### src/rtl/instr_fetch_unit.sv
// instr_fetch_unit
//   Instruction fetch front end of the RV32I core. It owns the program
//   counter and drives fetch addresses into a synchronous-read instruction
//   memory. Decode back-pressure is absorbed by holding the memory read
//   (l_pause). Instructions are handed to decode over a valid/ready
//   handshake. The unit applies static JAL-taken prediction and accepts PC
//   redirects from execute.
//
// Parameters
//   RESET_PC  PC loaded on reset (word-aligned)
//   PRED_EN   1: predict JAL taken, 0: always step by PC+4
//
// Ports
//   clk, rst        clock, synchronous active-high reset
//   mem_addr        fetch byte address (bits [1:0] = 0)
//   mem_addrpred    copy of mem_addr
//   mem_renable     read enable (!rst)
//   l_pause         memory read hold
//   mem_rdata       word for the previous non-paused address
//   mem_rdata_pred  reserved, ignored
//   if_valid/if_ready/if_instr/if_pc/if_pred_taken  decode handshake
//   redirect_valid, redirect_pc  execute-stage PC correction
module instr_fetch_unit #(
  parameter logic [31:0] RESET_PC = 32'h0000_0000,
  parameter bit          PRED_EN  = 1'b1
) (
  input  logic        clk,
  input  logic        rst,
  output logic [31:0] mem_addr,
  output logic [31:0] mem_addrpred,
  output logic        mem_renable,
  output logic        l_pause,
  input  logic [31:0] mem_rdata,
  input  logic [31:0] mem_rdata_pred,
  output logic        if_valid,
  output logic [31:0] if_instr,
  output logic [31:0] if_pc,
  output logic        if_pred_taken,
  input  logic        if_ready,
  input  logic        redirect_valid,
  input  logic [31:0] redirect_pc
);

  logic [31:0] fetch_pc;
  logic [31:0] resp_pc;
  logic        resp_valid;

  logic        is_jal;
  logic [31:0] jal_offset;
  logic [31:0] jal_target;
  logic        unused_pred;

  assign unused_pred = ^mem_rdata_pred;

  assign mem_addr     = fetch_pc;
  assign mem_addrpred = fetch_pc;
  assign mem_renable  = !rst;

  assign if_instr = mem_rdata;
  assign if_pc    = resp_pc;

  // Offer and pause are also masked during reset, so decode never consumes
  // an instruction that the reset edge is about to discard.
  assign if_valid = resp_valid && !redirect_valid && !rst;
  assign l_pause  = resp_valid && !if_ready && !redirect_valid && !rst;

  assign is_jal        = (if_instr[6:0] == 7'b1101111) && PRED_EN;
  assign if_pred_taken = is_jal && if_valid;

  assign jal_offset = {{12{if_instr[31]}}, if_instr[19:12], if_instr[20],
                       if_instr[30:21], 1'b0};
  assign jal_target = resp_pc + jal_offset;

  always_ff @(posedge clk) begin
    if (rst) begin
      fetch_pc   <= {RESET_PC[31:2], 2'b00};
      resp_pc    <= {RESET_PC[31:2], 2'b00};
      resp_valid <= 1'b0;
    end else if (redirect_valid) begin
      fetch_pc   <= {redirect_pc[31:2], 2'b00};
      resp_valid <= 1'b0;
    end else if (l_pause) begin
      fetch_pc   <= fetch_pc;
      resp_valid <= resp_valid;
    end else if (if_valid && is_jal) begin
      // The word fetched at resp_pc+4 arrives next cycle and is squashed
      // by clearing resp_valid.
      fetch_pc   <= jal_target;
      resp_valid <= 1'b0;
    end else begin
      resp_pc    <= fetch_pc;
      resp_valid <= 1'b1;
      fetch_pc   <= fetch_pc + 32'd4;
    end
  end

endmodule

### config.mk
export PLATFORM = sky130hd
export DESIGN_NAME = instr_fetch_unit
export DESIGN_NICKNAME = d
export VERILOG_FILES = /design/src/rtl/instr_fetch_unit.sv
export SDC_FILE = /design/constraint.sdc
export NUM_CORES = 1
export LEC_CHECK = 0
export ABC_AREA = 1
export CAP_MARGIN = 40
export CELL_PAD_IN_SITES_DETAIL_PLACEMENT = 1
export CELL_PAD_IN_SITES_GLOBAL_PLACEMENT = 2
export CORE_MARGIN = 4
export CORE_UTILIZATION = 23
export CTS_BUF_LIST = sky130_fd_sc_hd__clkbuf_8
export DETAILED_ROUTE_END_ITERATION = 16
export PLACE_DENSITY = 0.82
export SYNTH_ARGS = -nofsm -noshare
export SYNTH_HDL_FRONTEND = slang
export SYNTH_SLANG_ARGS = --single-unit
export TNS_END_PERCENT = 50
### constraint.sdc
create_clock -name clk -period 2.4 [get_ports clk]
set_input_delay 0.6 -clock clk [delete_from_list [all_inputs] [get_ports clk]]
set_output_delay 0.6 -clock clk [all_outputs]
set_load 0.005 [all_outputs]
# After elaboration in Yosys (flattened, before gate mapping)
# Cells that the tools add are included.
word_totals:
  input_bits: 100
  regBits: 65
  wordCells: 26
op_classes:
  n_addsub: 2
  n_reduce_logical: 11
  n_mux: 4
  bitwise_logic: 3
  n_eq_ne: 2
op_table:
  columns: ["cell", "n"]
  rows:
  - ["2-to-1 mux 32 bit", 3]
  - ["adder 32 x 3 -> 32 bit, second input constant", 1]
  - ["adder 32 bit", 1]
  - ["== test 7 bit, second input constant", 1]
  - ["logical AND 1 bit", 6]
  - ["logical NOT 1 bit", 3]
  - ["inverter 1 bit", 3]
  - ["AND reduction 3 bit", 1]
  - ["inequality test 2 x 1 -> 1 bit, second input constant", 1]
  - ["OR reduction 2 bit", 1]
  - ["2-to-1 mux 1 bit", 1]

# Depth between registers and ports, before layout
logic_depth:
  depth_word: 7
  depth_mapped: 16
  mapped_depth_nobuf: 16

# Worst setup path before layout
# Ideal clock, no wire load.
synth_timing:
  path_type: "input -> register"
  from: "in mem_rdata[21]"
  to: "reg fetch_pc[21], in the netlist mem_addr[21]"
  arrival_time_ns: 2.110
  slack_ns: 0.158
  path_stages: 16
  path_cell_list: "ha_1 fa_1 nand2_1 nand3_1 nand3_1 nand2_1 nand2_1 nand2_1 nand2_1 nand2_1 nand2_1 nand3_1 nand2_1 nand2_1 nand2_1 a21oi_1"
synth_between:
  elab_chain_cells: 4
synth_rtl:
  columns: ["element", "line_no", "source"]
  rows:
  - ["start: declaration", "33", "input logic [31:0] mem_rdata,"]
  - ["adder 32 bit", "72", "assign jal_target = resp_pc + jal_offset;"]
  - ["2-to-1 mux 32 bit", "85", "end else if (if_valid && is_jal) begin"]
  - ["2-to-1 mux 32 bit", "82", "end else if (l_pause) begin"]
  - ["2-to-1 mux 32 bit", "79", "end else if (redirect_valid) begin"]
  - ["end signal: assignment", "80", "fetch_pc <= {redirect_pc[31:2], 2'b00};"]
  - ["end signal: assignment", "83", "fetch_pc <= fetch_pc;"]
  - ["end signal: assignment", "88", "fetch_pc <= jal_target;"]
  - ["end: declaration", "44", "logic [31:0] fetch_pc;"]
# No other way between the ends. The select of a mux whose other input is x is not followed.
# A chain may end at the register's enable or synchronous reset.

# Worst setup path after layout
layout_timing:
  from: "in mem_rdata[6]"
  to: "out if_pred_taken"
layout_between:
  elab_chain_cells: 2
layout_rtl:
  columns: ["element", "line_no", "source"]
  rows:
  - ["== test 7 bit", "67", "assign is_jal = (if_instr[6:0] == 7'b1101111) && PRED_EN;"]
  - ["logical AND 1 bit", "68", "assign if_pred_taken = is_jal && if_valid;"]
  - ["end: declaration", "38", "output logic if_pred_taken,"]
# No other way between the ends.

==> flow_summary.yaml <==
placement:
  post-place-cells: 1626
  gp_congestion: 0.8636
  numPortBuffers: 187
  dpl.hpwl_um: 23350
synthesis:
  syn-num-nets: 1205
  syn_area_per_cell_um2: 5.886
  ys_ff_latch: 65
  seq_area_frac_synth_pct: 20.60
  yosysWarnings: 0
  synth.area.top_cells: "dfxtp_1, nand2_1, buf_4"
  syn_area_um2: 6316
  yosysTopAreaCell: "dfxtp_1"
  synthTopCellsByCount: "nand2_1, inv_1, nor2_1, o21ai_0, a21oi_1"
  synth_cell_types: 40
  synth_most_common_cell: "nand2_1"
  synth_edf_count: 0
  synth-main-ff-cell: "dfxtp_1"
  ys_async_sr_fraction_pct: 0
  netlist_instances: 1073
  synth_top_area_share_pct: 20.60
cells_and_area:
  nets: 1432
  drive_gt1_share_pct: 19.46
  area_delta_synth_final_pct: 53.01
  final_core_util_pct: 35.86
  multi_input_area_um2: 4372
  n_fill_cell: 3427
  seqCellArea_um2: 1301
  fin_cells: 1647
grt:
  grt_max_degree: 39
  grtUsageTotal_pct: 18.53
  grt-ovfl-total: 0
  antenna_found_initial: 1
  grt_pass1_vias: 8014
  grt_pass1_wl_um: 44350
drt:
  drt-wirelength-per-cell_um: 17.55
  vias: 7701
  drt_iter0_drc: 317
  via_per_inst: 4.676
  final_antenna_net_count: 0
  drc: 0
  drtPass1Iterations: 5
  drt_wl_total_um: 28900
setup_path:
  cp-start-kind: "input pin"
  r2r_cells: 13
  critical_path.endpoint_type: "output port"
  worst-endpoint-required_ns: 1.80
  critPathMaxFanout: 2
  worstSetupPathType: "input pin to output port"
  cp.arrival_ns: 1.80
timing:
  hold_ws_ns: 0.4952
  maxSlewViolCount: 0
  period_share_pct: 99.94
  max_freq_mhz: 416.9
  rsz0062_at_grt: "true"
  max-slew-margin-rel_pct: 72.34
  hold_viol: 0
  fin_crit_ns: 2.399
  tightestPinTransition_ns: 0.4143
  finalSetupViolations: 0
  fin_skew_ns: 0.01515
status:
  status: "complete, no violations"
clock_network:
  cts_buffer_depth: 2
  htreeDepth: 3
  cts_tree: "built"
  clkLatencyLatePin_ns: 0.38
  clkSlewWorstSetupHoldPaths_ns: 0.08
  hold_buffers: 0
  clkSinkCount: 65
  cts_buffers: 9
  cts-root-buf: "clkbuf_8"
floorplanning:
  rows: 60
  die_h_um: 173.7
  start_util_pct: 23.44
  die_w_um: 173.7
  die_area_um2: 30180
  coreArea_um2: 26950
  ioPinCount: 232
flow_run:
  max_cap_viol_count: 0
power:
  leakage_nw: 4.378
  power.total_mw: 3.871
  vdd_drop_max_mv: 0.2461
  power.density_nw_per_um2: 400.6
hold_path:
  hold_depth: 2
  hp-class: "flop to flop"
==> repair_timing <==
| item | in CTS | in global routing |
|---|---|---|
| setup endpoints to repair | 27 | 26 |
| setup buffers | 1 | 2 |
| pin swaps | 13 | 17 |
| resized for setup | 53 | 66 |
| gates cloned | 1 | 0 |
==> state kept, by name, indices dropped and copies added, names as in the netlist, named ones only <==
name and flops:
mem_addr 30, if_pc 32, resp_valid 1
==> cell usage in the layout, fill, tap and decap left out, types with 12 or more instances in the layout <==
cell type / instances
xnor2_1: 13
nand3_2: 12
o21ai_0: 71
dfxtp_1: 65
buf_4: 116
nor2_2: 14
nand2_2: 19
a21oi_1: 59
dlymetal6s2s_1: 13
ha_4: 20
nand3_1: 52
inv_1: 125
nand4_1: 16
nand2_1: 307
nor2_1: 95
clkdlybuf4s50_1: 163
==> through the flow <==
step                setup WS, ns   TNS, ns  cell area, um^2
detailed placement       -0.5762    -17.40             8936
global placement         -0.5267    -14.35             8936
floorplan                 0.1579         0             6316
CTS                     -0.01166  -0.01166             9380
global route            -0.06348   -0.1643             9664
finish                  0.001351         0             9664
==> critical path, stage by stage <==
cell	delay, ns
clkdlybuf4s50_1	0.47
inv_1	0.06
nor4_2	0.29
nand2_1	0.14
inv_2	0.08
buf_4	0.14
==> power by group <==
part | internal (mW) | switching, mW
clock network | 0.501 | 0.516
logic | 0.810 | 0.766
registers | 1.15 | 0.125
==> layer usage <==
| layer | GRT usage [%] | vias to the layer above | share of wire, % |
|---|---|---|---|
| met4 | 5.510 | 0 | 2.5 |
| met1 | 24.77 | 3670 | 47 |
| met3 | 2.726 | 39 | 3.9 |
| met5 | 0 | - | 0 |
| met2 | 31.00 | 178 | 47 |
| li1 | - | 3814 | - |
==> final cells by class <==
type,count,share of cell area (%)
multi-input combinational,782,45.24
timing repair buffer,309,29.66
sequential,65,13.46
inverter,133,5.166
tap,341,4.415
clock buffer,10,1.424
clock inverter,6,0.6085
antenna,1,0.02589
==> kinds of logic after synthesis <==
logic type | count (synthesis) | synth area share (%)
AOI/OAI and AO/OA | 168 | 14.05
xor gates and xnor gates | 22 | 3.051
adders and majority gates | 32 | 6.458
buffers and inverters | 226 | 17.63
DFF | 65 | 20.60
and+or+nand+nor | 560 | 38.21
==> final timing paths <==
| kind | slack (ns) | endpoint | startpoint |
|---|---|---|---|
| worst max-delay path | 0.001 | if_pred_taken | mem_rdata[6] |
| worst min register to register | 0.50 | if_pc[0] | if_pc[0] |
| worst min-delay path | 0.50 | if_pc[0] | if_pc[0] |
| worst max register to register | 0.28 | mem_addr[14] | if_pc[9] |
No activity file was read; power rests on OpenSTA's default activity.
